==> config.mk <==
export PLATFORM = sky130hd
export DESIGN_NAME = byte_unstriping
export DESIGN_NICKNAME = d
export VERILOG_FILES = /design/src/rtl/byte_unstriping_pkg.sv /design/src/rtl/byte_unstriping_lane_fifo.sv /design/src/rtl/byte_unstriping.sv
export SDC_FILE = /design/constraint.sdc
export NUM_CORES = 1
export LEC_CHECK = 0
export CAP_MARGIN = 20
export CORE_AREA = 2 2 137 139
export DETAILED_ROUTE_END_ITERATION = 6
export DIE_AREA = 0 0 139 141
export GPL_TIMING_DRIVEN = 0
export SYNTH_ARGS = -nofsm -noshare
export SYNTH_HDL_FRONTEND = slang
export SYNTH_SLANG_ARGS = --single-unit
==> constraint.sdc <==
create_clock -name CLK -period 4.09 [get_ports CLK]
set_clock_uncertainty 0.05 [all_clocks]
set_input_delay 1.227 -clock CLK [delete_from_list [all_inputs] [get_ports CLK]]
set_output_delay 1.227 -clock CLK [all_outputs]
set_load 0.05 [all_outputs]
==> src/rtl/byte_unstriping_pkg.sv <==
// Shared constants for the byte striping TX/RX pair.
//   LANES              : number of physical lanes
//   DEFAULT_DATA_WIDTH : default byte width per lane
//   LANE_IDX_W         : width of a lane index
//   LANE_START         : first lane in the reassembly order
package byte_unstriping_pkg;

  localparam int LANES              = 4;
  localparam int DEFAULT_DATA_WIDTH = 8;
  localparam int LANE_IDX_W         = 2;

  typedef logic [LANE_IDX_W-1:0] lane_idx_t;

  localparam lane_idx_t LANE_START = 2'd0;

  // Next lane in round-robin order; the 2-bit index wraps 3 -> 0 naturally.
  function automatic lane_idx_t next_lane(input lane_idx_t cur);
    return cur + 2'd1;
  endfunction

endpackage

==> src/rtl/byte_unstriping_lane_fifo.sv <==
// lane_fifo: per-lane byte FIFO for the unstriper.
//   CLK   : clock, rising edge
//   RESET : synchronous active-low reset (pointers/count only, not storage)
//   push  : write request; ignored while full
//   din   : write data
//   pop   : read request; ignored while empty
//   dout  : head entry (meaningful when !empty)
//   full  : count == FIFO_DEPTH, from registered state
//   empty : count == 0, from registered state
module lane_fifo #(
  parameter int DATA_WIDTH = 8,
  parameter int FIFO_DEPTH = 4
) (
  input  logic                  CLK,
  input  logic                  RESET,
  input  logic                  push,
  input  logic [DATA_WIDTH-1:0] din,
  input  logic                  pop,
  output logic [DATA_WIDTH-1:0] dout,
  output logic                  full,
  output logic                  empty
);

  localparam int PTR_W = $clog2(FIFO_DEPTH);
  localparam int CNT_W = PTR_W + 1;

  localparam logic [PTR_W-1:0] PTR_ZERO = {PTR_W{1'b0}};
  localparam logic [PTR_W-1:0] PTR_ONE  = PTR_W'(1'b1);
  localparam logic [CNT_W-1:0] CNT_ZERO = {CNT_W{1'b0}};
  localparam logic [CNT_W-1:0] CNT_ONE  = CNT_W'(1'b1);
  localparam logic [CNT_W-1:0] CNT_FULL = CNT_W'(FIFO_DEPTH);

  // Byte storage; deliberately has no reset.
  logic [DATA_WIDTH-1:0] storage [FIFO_DEPTH];

  logic [PTR_W-1:0] wr_ptr_q, wr_ptr_d;
  logic [PTR_W-1:0] rd_ptr_q, rd_ptr_d;
  logic [CNT_W-1:0] count_q,  count_d;
  logic             push_ok;
  logic             pop_ok;

  assign full  = (count_q == CNT_FULL);
  assign empty = (count_q == CNT_ZERO);
  assign dout  = storage[rd_ptr_q];

  // Next-state for pointers and occupancy. full comes from the registered
  // count, so a full FIFO refuses a write even in the cycle it is popped.
  always_comb begin
    push_ok  = push & ~full;
    pop_ok   = pop & ~empty;
    wr_ptr_d = push_ok ? (wr_ptr_q + PTR_ONE) : wr_ptr_q;
    rd_ptr_d = pop_ok  ? (rd_ptr_q + PTR_ONE) : rd_ptr_q;
    case ({push_ok, pop_ok})
      2'b10:   count_d = count_q + CNT_ONE;
      2'b01:   count_d = count_q - CNT_ONE;
      default: count_d = count_q;
    endcase
  end

  // Pointer and occupancy registers with synchronous active-low reset.
  always_ff @(posedge CLK) begin
    if (!RESET) begin
      wr_ptr_q <= PTR_ZERO;
      rd_ptr_q <= PTR_ZERO;
      count_q  <= CNT_ZERO;
    end else begin
      wr_ptr_q <= wr_ptr_d;
      rd_ptr_q <= rd_ptr_d;
      count_q  <= count_d;
    end
  end

  // Storage write; writes presented during reset are discarded.
  always_ff @(posedge CLK) begin
    if (RESET && push_ok) begin
      storage[wr_ptr_q] <= din;
    end
  end

endmodule

==> src/rtl/byte_unstriping.sv <==
// byte_unstriping: merges four independently arriving lane byte streams
// back into one stream in strict lane order 0,1,2,3,0,...
//   CLK        : clock, rising edge
//   RESET      : synchronous active-low reset
//   data0..3   : lane bytes, qualified by valid_in[i]
//   valid_in   : per-lane write strobe
//   ready_in   : per-lane "FIFO not full"
//   ready_out  : downstream accepts DATA
//   DATA       : reassembled byte (0 when VALID_OUT=0)
//   VALID_OUT  : head of the current lane's FIFO is available
//   lane_ptr   : lane whose byte is next in order
//   overflow   : sticky per-lane "byte dropped while full"
module byte_unstriping
  import byte_unstriping_pkg::*;
#(
  parameter int DATA_WIDTH = DEFAULT_DATA_WIDTH,
  parameter int FIFO_DEPTH = 4
) (
  input  logic                  CLK,
  input  logic                  RESET,
  input  logic [DATA_WIDTH-1:0] data0,
  input  logic [DATA_WIDTH-1:0] data1,
  input  logic [DATA_WIDTH-1:0] data2,
  input  logic [DATA_WIDTH-1:0] data3,
  input  logic [LANES-1:0]      valid_in,
  output logic [LANES-1:0]      ready_in,
  input  logic                  ready_out,
  output logic [DATA_WIDTH-1:0] DATA,
  output logic                  VALID_OUT,
  output logic [1:0]            lane_ptr,
  output logic [LANES-1:0]      overflow
);

  logic [DATA_WIDTH-1:0] lane_din  [LANES];
  logic [DATA_WIDTH-1:0] lane_dout [LANES];
  logic [LANES-1:0]      lane_pop;
  logic [LANES-1:0]      lane_full;
  logic [LANES-1:0]      lane_empty;

  lane_idx_t        lane_ptr_q, lane_ptr_d;
  logic [LANES-1:0] overflow_q, overflow_d;
  logic             valid_s;
  logic             pop_fire_s;

  assign lane_din[0] = data0;
  assign lane_din[1] = data1;
  assign lane_din[2] = data2;
  assign lane_din[3] = data3;

  for (genvar g = 0; g < LANES; g++) begin : g_lane
    lane_fifo #(
      .DATA_WIDTH (DATA_WIDTH),
      .FIFO_DEPTH (FIFO_DEPTH)
    ) u_fifo (
      .CLK   (CLK),
      .RESET (RESET),
      .push  (valid_in[g]),
      .din   (lane_din[g]),
      .pop   (lane_pop[g]),
      .dout  (lane_dout[g]),
      .full  (lane_full[g]),
      .empty (lane_empty[g])
    );
  end

  // Output mux and handshake. Only the lane under lane_ptr may be popped, so
  // data sitting in other lanes never overtakes a missing byte.
  always_comb begin
    valid_s              = ~lane_empty[lane_ptr_q];
    pop_fire_s           = valid_s & ready_out;
    lane_pop             = {LANES{1'b0}};
    lane_pop[lane_ptr_q] = pop_fire_s;
    lane_ptr_d           = pop_fire_s ? next_lane(lane_ptr_q) : lane_ptr_q;
    overflow_d           = overflow_q | (valid_in & lane_full);
    DATA                 = valid_s ? lane_dout[lane_ptr_q] : {DATA_WIDTH{1'b0}};
  end

  assign VALID_OUT = valid_s;
  assign ready_in  = ~lane_full;
  assign lane_ptr  = lane_ptr_q;
  assign overflow  = overflow_q;

  // Lane order pointer and sticky overflow flags.
  always_ff @(posedge CLK) begin
    if (!RESET) begin
      lane_ptr_q <= LANE_START;
      overflow_q <= {LANES{1'b0}};
    end else begin
      lane_ptr_q <= lane_ptr_d;
      overflow_q <= overflow_d;
    end
  end

endmodule
==> flow_metrics.tcl, run 1 <==
set metrics [dict create \
    fillers 1584 \
    clockBufferDepth 2 \
    synthSimpleGateAreaFrac_pct 7.82 \
    grt_util_met2_pct 25.6 \
    path_max_fanout 8 \
    crit_chain "buf_2 > mux4_2 > mux4_2 > nor2b_1 > dlygate4sd2_1" \
    cts_hold_buffers 0 \
    busiest_layer "met2" \
    cts.sinks 170 \
    max_freq_mhz 251 \
    syn_inst 442 \
    period_share_pct 97.2 \
    gr-total-overflow 0 \
    drv_cap 0 \
    drive_gt1_share_pct 16.4 \
    synth_area_sq_mm 0.00715 \
    total_power_w 0.00475 \
    synth_area_per_cell_sq_um 16.2 \
    hold_class "register to register" \
    synth.area.top_cells "edfxtp_1, mux4_2, dfxtp_1, ha_1, and3_1" \
    min_from "g_lane[0].u_fifo.rd_ptr_q[1]" \
    fin_tns_setup_ns 0 \
    synthArstFlopShare_pct 0 \
    synth_cell_type_count 30 \
    max_slew_margin_pct 56.6 \
    power.density_mw_per_mm2 553 \
    placeableCoreArea_sq_mm 0.0183 \
    die-area_sq_mm 0.0196 \
    status "finished, final reports clean" \
    ios 58 \
    cts_resized 9 \
    num_vias 3814 \
    path_class "register to primary output" \
    crit_path_frequent_cell "mux4_2" \
    end_kind "primary output" \
    initial_utilization_pct 39.1 \
    yosysSeqAreaShare_pct 65.5 \
    ys_warn_count 0 \
    antenna_found_initial 0 \
    grt_use_met3_pct 3.02 \
    cts_made_buffers 17 \
    report.final.hold_viol_count 0 \
    pwr-share-seq_pct 42.1 \
    slew_viol_final 0 \
    antenna_left 0 \
    p_comb_share_pct 22.4 \
    netSwitchingPower_w 0.00140 \
    p_int_w 0.00335 \
    synth_top_area_share_pct 53.8 \
    synth_ff_type "edfxtp_1" \
    grt_max_degree 17 \
    synth_top_area_cell "edfxtp_1" \
    grt_pass1_vias 4067 \
    setup_viol 0 \
    wire_per_inst_um 18.0 \
    area_delta_synth_final_pct 20.0 \
    finalCriticalPeriod_ns 3.98 \
    postCtsSetupBuffers 0 \
    rows 50 \
    grtUsageMet1_pct 18.4 \
    place_hpwl_um 10000 \
    finalNetCount 583 \
    initialDrtViolationCount 216 \
    cp-start-kind "register" \
    drc 0 \
    r2r_start "lane_ptr[0]" \
    cts_max_level 4 \
    place_congestion 0.743 \
    synth_fa_ha_area_share_pct 5.32 \
    grt_setup_unrepaired "no" \
    synth_edf_count 128 \
    routed_wl_um 13700 \
    syn-num-nets 509 \
    clk_pin_slew_worst_paths_ns 0.06 \
    worstMarginPinSlew_ns 0.651 \
    whs_ns 0.444 \
    grt_pass1_wl_um 21800 \
    io_buffers 55 \
    multi_input_area_sq_mm 0.00226 \
    clock_power_share_pct 35.5 \
    critPathSlowestCell "mux4_2" \
    antennaDiodeCount 0 \
    cts_tree "done" \
    vdd_ir_drop_max_v 0.000399 \
    dr.pass1.iters 4 \
    p_leak_nw 2.90 \
    root_buffer "clkbuf_16" \
    synth.ff_latch_count 170 \
    critPathMaxStageDelay_ns 0.58 \
    synthXorXnorAreaFrac_pct 1.47 \
    synth_compound_area_share_pct 3.99 \
    synth_top_family_by_area "multiplexers" \
    die_h_um 141 \
    clk_latency_ns 0.42 \
    synthMuxAreaShare_pct 13.1 \
    die_x_um 139 \
    grt.total_usage_pct 14.8 \
    crit_required_ns 2.81 \
    arrival_ns 2.70 \
    swShare_pct 29.4 \
    ff_latch_area_sq_mm 0.00468 \
    vias_per_cell 5.00 \
]
==> Yosys cell counts, types with 3 or more instances <==
| library cell | instances |
|---|---|
| nand2_1 | 14 |
| a21boi_0 | 10 |
| or3_1 | 16 |
| a41oi_1 | 4 |
| o21ai_0 | 18 |
| mux4_2 | 41 |
| a21boi_1 | 10 |
| or3b_2 | 4 |
| nand4_1 | 4 |
| xor2_1 | 4 |
| nor2_1 | 5 |
| buf_2 | 4 |
| buf_1 | 3 |
| dfxtp_1 | 42 |
| clkbuf_1 | 15 |
| and2_1 | 16 |
| fa_1 | 4 |
| and3_1 | 17 |
| xnor2_1 | 8 |
| nor3_1 | 4 |
| nand3_1 | 4 |
| edfxtp_1 | 128 |
| ha_1 | 24 |
| nor2b_1 | 12 |
| inv_1 | 26 |
==> path summary, 6_finish.rpt <==
path	slack [ns]	to	depth (start not counted)
min reg2reg	0.44	g_lane[0].u_fifo.rd_ptr_q[1]	2
max reg2reg	0.86	g_lane[2].u_fifo.count_q[2]	10
min	0.44	g_lane[0].u_fifo.rd_ptr_q[1]	2
max	0.11	DATA[7]	5
==> state kept, by name, summed over array words and instances, names as in the netlist, named ones only <==
name and flops:
g_lane.u_fifo.rd_ptr_q 8, g_lane.u_fifo.storage 128, lane_ptr 2, g_lane.u_fifo.wr_ptr_q 8, overflow 4, g_lane.u_fifo.count_q 12
==> power groups by stage <==
stage | registers, W | clock network, W | logic, W
final | 0.00200 | 0.00169 | 0.00106
after global routing | 0.00201 | 0.00179 | 0.00115
after CTS | 0.00200 | 0.00171 | 0.00108
after detailed placement | 0.00204 | 0 | 0.00113
after global placement | 0.00203 | 0 | 0.00111
after floorplan | 0.00205 | 0 | 0.000748
==> layer usage <==
metal / vias up / part of all wire, %
li1: 1825 / -
met2: 70 / 51
met1: 1901 / 43
met3: 18 / 3.5
met5: - / 0
met4: 0 / 1.9
==> critical path: cells and delay by family (launching register included) <==
kind | cells | cell delay [ns]
simple gates | 1 | 0.18
mux | 2 | 1.04
buf+inv | 2 | 0.74
flops | 1 | 0.32
==> cell families after synthesis <==
| family | count (synthesis) |
|---|---|
| buffers and inverters | 50 |
| adders and majority gates | 28 |
| muxes | 42 |
| xor gates and xnor gates | 12 |
| AOI/OAI and AO/OA | 43 |
| and+or+nand+nor | 97 |
| DFF | 170 |
==> cell usage in the layout, fill, tap and decap left out, drive strengths merged, types with 5 or more instances in the layout <==
cell type,instances
ha,24
and3,17
inv,30
clkbuf,39
nor2,5
mux4,41
xnor2,8
dfxtp,42
clkinv,6
nand2,14
a21boi,20
nor2b,12
o21ai,18
edfxtp,128
and2,16
or3,16
buf,8
clkdlybuf4s50,46
==> through the flow <==
stage          util, %  instance area [sq um]  cells  setup WS (ns)
2_1_floorplan        -                   7150    442          0.407
3_3_place_gp      43.7                   7990    731          0.246
3_5_place_dp      43.7                   7990    731          0.196
4_1_cts           47.1                   8600    763         0.0165
5_1_grt           47.0                   8580    763        0.00560
6_report          47.0                   8580    763          0.113
==> final cells by class <==
type                            instances  area share [%]
Multi-Input combinational cell        222            26.4
Clock buffer                           18            5.00
Sequential cell                       170            54.6
Inverter                               27            1.18
Clock inverter                         14            2.26
Tap cell                              234            3.41
Buffer                                 23            1.15
Timing Repair Buffer                   55            6.02
Power figures use the tool's default switching activity.
==> run 2: changes to the inputs <==
TNS_END_PERCENT = 10   (was default)
==> results of run 2 <==
Final layout, timing and power as in run 1 (identical DEF).
